### src/rtl/move_command_queue.sv
// Button-press command queue: merges debounced press pulses into a pending set,
// enqueues one command per cycle by priority into a first-word-fall-through FIFO.
module move_command_queue #(
  parameter int unsigned DEPTH = 4
) (
  input  logic                     clk,
  input  logic                     rst,
  input  logic                     left_pulse,
  input  logic                     right_pulse,
  input  logic                     rotate_pulse,
  input  logic                     drop_pulse,
  input  logic                     cmd_ready,
  output logic                     cmd_valid,
  output logic [1:0]               cmd_code,
  output logic [$clog2(DEPTH):0]   cmd_count,
  output logic                     overflow
);

  localparam int unsigned AW = $clog2(DEPTH);
  localparam int unsigned CW = AW + 1;
  localparam int unsigned NB = 4;

  // Request bits are indexed by command code: 0 left, 1 right, 2 rotate, 3 drop.
  logic [NB-1:0] pulses;
  logic [NB-1:0] req;
  logic [NB-1:0] sel;
  logic [1:0]    push_code;
  logic          pop;
  logic          push;
  logic          can_push;
  logic [AW-1:0] rd_next;

  logic [NB-1:0] pend_q, pend_d;
  logic [AW-1:0] rd_ptr_q, rd_ptr_d;
  logic [AW-1:0] wr_ptr_q, wr_ptr_d;
  logic [CW-1:0] count_q, count_d;
  logic          valid_q, valid_d;
  logic [1:0]    head_q, head_d;
  logic          ovf_q, ovf_d;
  logic [1:0]    mem_q [DEPTH];

  assign pulses = {drop_pulse, rotate_pulse, right_pulse, left_pulse};
  assign req    = pend_q | pulses;

  // Priority select: drop > rotate > left > right.
  always_comb begin
    sel       = '0;
    push_code = 2'd0;
    if (req[3]) begin
      sel       = 4'b1000;
      push_code = 2'd3;
    end else if (req[2]) begin
      sel       = 4'b0100;
      push_code = 2'd2;
    end else if (req[0]) begin
      sel       = 4'b0001;
      push_code = 2'd0;
    end else if (req[1]) begin
      sel       = 4'b0010;
      push_code = 2'd1;
    end
  end

  assign pop      = valid_q & cmd_ready;
  assign can_push = (count_q < CW'(DEPTH)) | pop;
  assign push     = can_push & (|req);
  assign rd_next  = rd_ptr_q + AW'(1);

  always_comb begin
    pend_d   = req;
    ovf_d    = ovf_q | (|(pend_q & pulses));
    rd_ptr_d = rd_ptr_q;
    wr_ptr_d = wr_ptr_q;
    count_d  = count_q;
    head_d   = head_q;

    if (push) begin
      pend_d   = req & ~sel;
      wr_ptr_d = wr_ptr_q + AW'(1);
    end
    if (pop) begin
      rd_ptr_d = rd_next;
    end

    case ({push, pop})
      2'b10:   count_d = count_q + CW'(1);
      2'b01:   count_d = count_q - CW'(1);
      default: count_d = count_q;
    endcase

    // Registered head keeps cmd_code fall-through while staying a flop output.
    if (pop) begin
      if (count_q == CW'(1)) begin
        head_d = push ? push_code : 2'd0;
      end else begin
        head_d = mem_q[rd_next];
      end
    end else if (count_q == '0) begin
      head_d = push ? push_code : 2'd0;
    end

    valid_d = (count_d != '0);
  end

  always_ff @(posedge clk) begin
    if (rst) begin
      pend_q   <= '0;
      rd_ptr_q <= '0;
      wr_ptr_q <= '0;
      count_q  <= '0;
      valid_q  <= 1'b0;
      head_q   <= 2'd0;
      ovf_q    <= 1'b0;
    end else begin
      pend_q   <= pend_d;
      rd_ptr_q <= rd_ptr_d;
      wr_ptr_q <= wr_ptr_d;
      count_q  <= count_d;
      valid_q  <= valid_d;
      head_q   <= head_d;
      ovf_q    <= ovf_d;
    end
  end

  // Storage array; contents are only meaningful between the pointers.
  always_ff @(posedge clk) begin
    if (!rst && push) begin
      mem_q[wr_ptr_q] <= push_code;
    end
  end

  assign cmd_valid = valid_q;
  assign cmd_code  = head_q;
  assign cmd_count = count_q;
  assign overflow  = ovf_q;

endmodule

### config.mk
export PLATFORM = sky130hd
export DESIGN_NAME = move_command_queue
export DESIGN_NICKNAME = d
export VERILOG_FILES = /design/src/rtl/move_command_queue.sv
export SDC_FILE = /design/constraint.sdc
export NUM_CORES = 1
export LEC_CHECK = 0
export BUFFER_PORTS_ARGS = -buffer_cell sky130_fd_sc_hd__buf_4
export CAP_MARGIN = 20
export CORE_MARGIN = 1.5
export CORE_UTILIZATION = 55
export CTS_CLUSTER_SIZE = 24
export DETAILED_ROUTE_END_ITERATION = 7
export PLACE_DENSITY = 0.83
export RECOVER_POWER = 50
export SYNTH_ARGS = -nofsm -noshare
export SYNTH_HDL_FRONTEND = slang
export SYNTH_SLANG_ARGS = --single-unit
### constraint.sdc
create_clock -name clk -period 2.8 [get_ports clk]
set_clock_uncertainty 0.2 [all_clocks]
set_input_delay 0.56 -clock clk [delete_from_list [all_inputs] [get_ports clk]]
set_output_delay 0.56 -clock clk [all_outputs]
set_load 0.02 [all_outputs]
==> results of run 1 <==
power groups by stage:
stage          combinational (mW)  clock (mW)  sequential [mW]
2_1_floorplan               0.235           0            0.494
3_3_place_gp                0.358           0            0.469
3_5_place_dp                0.370           0            0.471
4_1_cts                     0.371       0.157            0.463
5_1_grt                     0.395       0.168            0.473
6_report                    0.349       0.152            0.461
per-stage QoR:
stage	cells	setup slack (ps)	hold WS, ps
6_report	151	533	304
5_1_grt	151	422	368
4_1_cts	151	858	309
3_5_place_dp	147	571	287
3_3_place_gp	147	664	282
2_1_floorplan	110	856	314
layout by cell type (no fill, tap or decap), types with 3 or more instances in the layout:
cell type and instances:
nor3_1 3, ha_1 8, buf_4 9, a21oi_1 5, inv_1 9, clkbuf_1 5, edfxtp_1 8, and2_1 4
nand2_1 3, clkbuf_4 3, dfxtp_1 15, nor2_1 13
worst min-delay path by stage:
stage | from | endpoint | slack [ps] | depth (start not counted)
6_report | cmd_code[1] | cmd_code[1] | 300 | 2
5_1_grt | rst | cmd_code[0] | 370 | 2
4_1_cts | cmd_code[1] | cmd_code[1] | 310 | 2
3_5_place_dp | cmd_code[1] | cmd_code[1] | 290 | 2
3_3_place_gp | cmd_code[1] | cmd_code[1] | 280 | 2
2_1_floorplan | wr_ptr_q[1] | wr_ptr_q[1] | 310 | 2
per-layer routing:
metal / wire, um / track usage / vias to the layer above
met1: 931 / 0.253 / 407
met2: 1040 / 0.316 / 19
li1: - / - / 429
met3: 95 / 0.0387 / 6
met4: 52 / 0.0972 / 0
met5: 0 / 0 / -
layout make-up:
class	count	area (um^2)
tap	27	33.8
multi-input combinational	75	622
inverter	9	33.8
fill	179	703
sequential	23	541
clock buffer	4	26.3
timing repair buffer	13	82.6
logic make-up after synthesis:
logic type / after synthesis
AOI/OAI and AO/OA: 19
xor gates and xnor gates: 4
muxes: 6
DFF: 23
buffers and inverters: 12
and+or+nand+nor: 38
adders and majority gates: 8
flip-flops by register name (all words and copies together), names as in the netlist:
register / count
cmd_valid: 1
overflow: 1
rd_ptr_q: 2
cmd_code: 2
mem_q: 8
cmd_count: 3
pend_q: 4
wr_ptr_q: 2
worst max-delay path: stages:
cell	delay (ps)
buf_4	130
or4_2	640
o21ai_0	540
nand3_2	170
a311oi_2	250
==> impl_metrics.tcl, run 1 <==
set metrics [dict create \
    status "complete, no violations" \
    fp.dieW_um 50.3 \
    nets 140 \
    async_flop_share 0 \
    tightest_slew_ps 652 \
    peakVddDrop_v 0.000461 \
    rr_worst_depth 4 \
    switching_share 0.362 \
    cp-start-kind "input pin" \
    synth_adder_area_share 0.0815 \
    tritoncts "done" \
    core_area_um2 2040 \
    finalCoreUtilization 0.656 \
    internal-power_mw 0.613 \
    cts_root_buffer "clkbuf_4" \
    post-route-drc-count 0 \
    die_y_um 50.3 \
    cts-hold-fix-buffers 0 \
    critPathArrivalTime_ps 2290 \
    p_seq_frac 0.479 \
    synth_seq_area_share 0.440 \
    num_vias 861 \
    cts_buffers 3 \
    grt_pass1_wl_um 3750 \
    slew_headroom 0.561 \
    port_buffers 13 \
    slew_viol_final 0 \
    clk_pin_slew_ps 110 \
    fin_area_um2 1340 \
    io_pins 14 \
    yosysWarnings 0 \
    cts_sinks 23 \
    synthMuxAreaShare 0.0743 \
    grt_use_total 0.197 \
    ant_nets 0 \
    comb_power_share 0.363 \
    dieArea_um2 2530 \
    power_frac_clock 0.158 \
    critPathRequiredTime_ps 2830 \
    synth_area_um2 1230 \
    r2r_start "pend_q[0]" \
    grt_max_degree 19 \
    synth-edff-count 8 \
    drtIter0Drc 12 \
    yosysTopAreaCell "dfxtp_1" \
    cts_setup_buffers 0 \
    rsz0062_at_grt "no" \
    final-setup-viol-count 0 \
    rows 16 \
    dpl_cell_area_um2 1350 \
    tns_ps 0 \
    cts_resized 0 \
    synth_xor_area_frac 0.0285 \
    ys_ff_latch 23 \
    ys.flop_type "dfxtp_1" \
    max-clock-path-buffers 2 \
    dr.pass1.iters 4 \
    grt-ovfl-total 0 \
    htree_levels 1 \
    endpoint "cmd_code[0]" \
    antenna_cells_inserted 0 \
    syn_area_per_cell_um2 11.2 \
    synthTopCellsByArea "dfxtp_1, edfxtp_1, ha_1" \
    hold_class "reg2reg" \
    synth_top_area_share 0.244 \
    synth_common_cells "dfxtp_1, nor2_1, edfxtp_1, ha_1, inv_1" \
    timing.final.crit_share 0.810 \
    p_total_mw 0.962 \
    max_freq_mhz 441 \
    startpoint "left_pulse" \
    r2r_setup_slack_ps 540 \
    leakage_nw 0.524 \
    netSwitchingPower_mw 0.349 \
    synth_top_family_by_area "simple AND/OR/NAND/NOR gates" \
    insertion_delay_ps 310 \
    worstPathMaxFanout 5 \
    r2r_end "cmd_code[0]" \
    synth_nets 125 \
    hold_viol 0 \
    synth-simple-area-share 0.206 \
    pwr_density_cell_nw_per_um2 719 \
    grt_pass1_vias 842 \
    gp_congestion 0.827 \
    crit_path_end_kind "flop" \
    wl_um 2120 \
    drive_above_1_share 0.210 \
    path_class "in2reg" \
    via_per_inst 5.70 \
    drv_cap 0 \
    netlist-cell-type-count 39 \
    wl_per_cell_um 14.0 \
    syn_to_final_growth_pct 8.96 \
    synth_most_common_cell "dfxtp_1" \
    finalWorstPathRequiredPeriod_ps 2270 \
    initial_core_util 0.602 \
    antenna_found_initial 0 \
    syn_inst 110 \
    hpwlAfterDp_um 1600 \
    synth_compound_area_frac 0.133 \
]
Power figures use the tool's default switching activity.
==> run 2: changes to the inputs <==
- clock period: 2.8 -> 2.3 ns (I/O delays scaled with it)
==> run 2 against run 1 <==
Net effect:
- largest cell class unchanged
- core utilization rose by 0.86 points
- worst setup slack got worse by 170 ps
- via count fell by 0.58%
- critical endpoint is now mem_q[3][1]
- cell area rose by 1.3%
- count of clock-buffer cells in the layout did not move
- global-route usage did not move
- die area did not move
- cell count did not move
- routed wire length rose by 0.14%
- power rose by 23%
==> impl_metrics.tcl, run 2 (synthesis gave the netlist of run 1 again) <==
set metrics [dict create \
    status "complete, no violations" \
    peakVddDrop_v 0.000561 \
    startpoint "cmd_valid" \
    n_fill_cell 176 \
    path_class "reg2reg" \
    antenna_cells_inserted 0 \
    largest_reg_flops 8 \
    fp.dieW_um 50.3 \
    hold_viol 0 \
    clk_pin_slew_ps 130 \
    via_per_inst 5.67 \
    dieArea_um2 2530 \
    slowest_delay_ps 460 \
    regMostFlops "mem_q" \
    tns_ps 0 \
    holdPathStages 2 \
    hpwlAfterDp_um 1600 \
    r2r_start "cmd_valid" \
    wl_per_cell_um 14.1 \
    initial_core_util 0.602 \
    dr.pass1.iters 4 \
    whs_endpoint "overflow" \
    drv_cap 0 \
    leakage_nw 0.527 \
    antenna_found_initial 0 \
    tritoncts "done" \
    critPathArrivalTime_ps 1760 \
    num_vias 856 \
    rsz0062_at_grt "no" \
    htree_levels 1 \
    syn_to_final_growth_pct 10.4 \
    slew_headroom 0.671 \
    grt-ovfl-total 0 \
    max_freq_mhz 517 \
    slew_viol_final 0 \
    post-route-drc-count 0 \
    critPathRequiredTime_ps 2130 \
    path_buf_inv 0 \
    cts_sinks 23 \
    cp_cell_sequence "nand2_2, a22oi_2, nor2b_1, and2_1" \
    grt_pass1_vias 842 \
    r2r_end "mem_q[3][1]" \
    cts_setup_buffers 0 \
    finalWorstPathRequiredPeriod_ps 1930 \
    min_from "rst" \
    final-setup-viol-count 0 \
    cts_root_buffer "clkbuf_4" \
    pwr_density_cell_nw_per_um2 869 \
    nets 140 \
    grt_pass1_wl_um 3750 \
    max-clock-path-buffers 2 \
    layout_commonest_cell "dfxtp_1" \
    cts_buffers 3 \
    insertion_delay_ps 310 \
    cts_resized 0 \
    io_pins 14 \
    seqCellArea_um2 541 \
    rows 16 \
    slowest_stage "dfxtp_1" \
    timing.final.crit_share 0.841 \
    cts-hold-fix-buffers 0 \
    rr_worst_depth 4 \
    r2r_setup_slack_ps 370 \
    drtIter0Drc 16 \
    cp-start-kind "flop" \
    worstPathMaxFanout 10 \
    multi_input_area_um2 639 \
    core_area_um2 2040 \
    crit_family "simple AND/OR/NAND/NOR gates" \
    hold_class "in2reg" \
    grt_max_degree 19 \
    crit_path_end_kind "flop" \
    die_y_um 50.3 \
    drive_above_1_share 0.226 \
    gp_congestion 0.827 \
    final_cell_mix "dfxtp_1, nor2_1, inv_1, buf_4" \
    port_buffers 13 \
    ant_nets 0 \
    finalCoreUtilization 0.664 \
    wl_um 2120 \
    tightest_slew_ps 492 \
    grt_use_total 0.197 \
]
## run 2: worst max path at each step
stage | to | slack [ps] | depth (start not counted)
final | mem_q[3][1] | 370 | 4
after global routing | mem_q[1][1] | 250 | 4
after CTS | mem_q[3][1] | 360 | 4
after detailed placement | mem_q[3][0] | 170 | 5
after global placement | mem_q[0][0] | 260 | 5
after floorplan | cmd_valid | 430 | 5
## run 2: layer usage
metal | vias to the layer above | share of wire | routed length, um | global-route usage
li1 | 428 | - | - | -
met1 | 405 | 0.45 | 961 | 0.253
met2 | 17 | 0.48 | 1030 | 0.316
met3 | 6 | 0.040 | 84 | 0.0387
met4 | 0 | 0.024 | 52 | 0.0972
met5 | - | 0 | 0 | 0
## run 2: worst register-to-register path: stages (launching register included)
cell and delay (ps):
dfxtp_1 460, nand2_2 210, a22oi_2 330, nor2b_1 250
and2_1 200
## run 2: power by group
group | leakage, nW | internal (mW) | switching [mW]
Clock | 0.0150 | 0.0677 | 0.117
Combinational | 0.317 | 0.191 | 0.240
Sequential | 0.195 | 0.491 | 0.0727
Total | 0.527 | 0.749 | 0.430
## run 2: final cells by class
class | count | share of cell area
Inverter | 9 | 0.0249
Timing Repair Buffer | 13 | 0.0609
Multi-Input combinational cell | 75 | 0.471
Sequential cell | 23 | 0.399
Clock buffer | 4 | 0.0194
Tap cell | 27 | 0.0249
## run 2: per-stage QoR
stage / setup WS, ps / area (um^2) / hold WS, ps / cells / power [mW]
2_1_floorplan: 435 / 1230 / 314 / 110 / 0.888
3_3_place_gp: 264 / 1350 / 282 / 147 / 1.01
3_5_place_dp: 171 / 1350 / 287 / 147 / 1.02
4_1_cts: 358 / 1380 / 246 / 151 / 1.21
5_1_grt: 246 / 1360 / 268 / 151 / 1.27
6_report: 366 / 1360 / 256 / 151 / 1.18
==> run 3: changes to the inputs <==
- clock period: 2.3 -> 2 ns (I/O delays scaled with it)
==> run 3 against run 2 <==
Net effect:
- die area unchanged
- register-to-register slack got worse by 190 ps
- cell area increased by 1.6%
- cell count increased by 2.6%
- first-iteration DRC count decreased by 50%
- worst setup slack got worse by 190 ps
- critical path depth increased by 1
- non-clock buffer count increased by 4
- flip-flop and latch count unchanged
- global-route usage increased by 0.51 points
- sequential power increased by 13%
- largest cell class unchanged
==> impl_metrics.tcl, run 3 (synthesis gave the netlist of run 1 again) <==
set metrics [dict create \
    rsz0062_at_grt "no" \
    r2r_setup_slack_ps 180 \
    worstPathMaxFanout 5 \
    fp.dieW_um 50.3 \
    grt_pass1_wl_um 3830 \
    port_buffers 13 \
    max_freq_mhz 548 \
    power_frac_clock 0.157 \
    cts_setup_buffers 0 \
    hold_viol 0 \
    hold_class "in2reg" \
    die_y_um 50.3 \
    cp-start-kind "flop" \
    critPathRequiredTime_ps 2060 \
    grt_use_total 0.202 \
    use_met2 0.353 \
    path_class "reg2reg" \
    p_seq_frac 0.461 \
    netSwitchingPower_mw 0.506 \
    drv_cap 0 \
    cts_root_buffer "clkbuf_4" \
    grt.met3_usage 0.0268 \
    gp_congestion 0.725 \
    critPathArrivalTime_ps 1880 \
    tritoncts "done" \
    regMostFlops "mem_q" \
    rows 16 \
    clk_pin_slew_ps 130 \
    io_pins 14 \
    place_inst 151 \
    p_total_mw 1.38 \
    drtIter0Drc 8 \
    tns_ps 0 \
    num_vias 868 \
    stdcell_count 155 \
    comb_power_share 0.383 \
    crit_path_end_kind "flop" \
    whs_endpoint "overflow" \
    place_ws_ps -0.121 \
    leakage_nw 0.540 \
    largest_reg_flops 8 \
    antenna_found_initial 0 \
    switching_share 0.367 \
    wl_um 2230 \
    dr.pass1.iters 4 \
    fin_area_um2 1380 \
    nets 144 \
    tightest_slew_ps 427 \
    hold_slack_ps 191 \
    min_from "rst" \
    antenna_cells_inserted 0 \
    final-setup-viol-count 0 \
    grt-ovfl-total 0 \
    slew_headroom 0.713 \
    slew_viol_final 0 \
    syn_to_final_growth_pct 12.1 \
    internal-power_mw 0.872 \
    cts_buffers 3 \
    top_usage_layer "met2" \
    cts_resized 0 \
    initial_core_util 0.602 \
    htree_levels 1 \
    finalWorstPathRequiredPeriod_ps 1820 \
    layout_commonest_cell "dfxtp_1" \
    rr_worst_depth 5 \
    r2r_start "cmd_count[1]" \
    pwr_density_cell_nw_per_um2 1000 \
    layout_setup_ws_ps 176 \
    via_per_inst 5.60 \
    finalCoreUtilization 0.675 \
    wl_per_cell_um 14.4 \
    met1_usage 0.249 \
    insertion_delay_ps 310 \
    final_cell_mix "dfxtp_1, nor2_1, buf_4" \
    cts-hold-fix-buffers 0 \
    peakVddDrop_v 0.000662 \
    core_area_um2 2040 \
    r2r_end "cmd_valid" \
    dpl_cell_area_um2 1380 \
    grt_pass1_vias 868 \
    holdPathStages 2 \
    drive_above_1_share 0.234 \
    post-route-drc-count 0 \
    hpwlAfterDp_um 1740 \
    max-clock-path-buffers 2 \
    grt_max_degree 19 \
    timing.final.crit_share 0.912 \
    ant_nets 0 \
    cts_sinks 23 \
    status "complete, no violations" \
    dieArea_um2 2530 \
]
==> run 3: cell types whose count changed in the layout (fill, tap and decap cells not counted), sizes merged <==
cell    delta
buf        +2
clkbuf     +1
clkinv     +1
==> run 3: area by class of cell <==
| cell class | instances | area, um^2 |
|---|---|---|
| Fill cell | 164 | 664 |
| Multi-Input combinational cell | 75 | 637 |
| Sequential cell | 23 | 541 |
| Timing Repair Buffer | 17 | 105 |
| Inverter | 9 | 33.8 |
| Tap cell | 27 | 33.8 |
| Clock buffer | 3 | 22.5 |
| Clock inverter | 1 | 5.00 |
==> run 3: worst max-delay path, cell delays in order (launching register included) <==
cell	delay [ps]
dfxtp_1	420
inv_1	110
ha_1	330
mux2_2	270
a221o_1	350
o211ai_2	80
==> run 3: how the worst max path moves through the flow <==
stage / start / endpoint / slack [ps] / cells after the start
5_1_grt: pend_q[0] / cmd_valid / 50 / 4
3_5_place_dp: left_pulse / cmd_valid / -0.1 / 5
3_3_place_gp: left_pulse / cmd_valid / 50 / 5
4_1_cts: cmd_count[1] / cmd_valid / 180 / 5
2_1_floorplan: cmd_count[0] / cmd_valid / 130 / 5
6_report: cmd_count[1] / cmd_valid / 180 / 5
==> run 3: routing by layer <==
metal / wire, um / vias up / part of all wire
met5: 0 / - / 0
met4: 45 / 0 / 0.020
met1: 950 / 405 / 0.43
li1: - / 437 / -
met3: 96 / 5 / 0.043
met2: 1140 / 21 / 0.51
==> run 3: power by group through the flow <==
stage / logic, mW / clock network (mW) / registers, mW
after floorplan: 0.329 / 0 / 0.691
after global placement: 0.536 / 0 / 0.645
after detailed placement: 0.556 / 0 / 0.650
after CTS: 0.558 / 0.220 / 0.638
after global routing: 0.593 / 0.238 / 0.646
final: 0.527 / 0.216 / 0.635
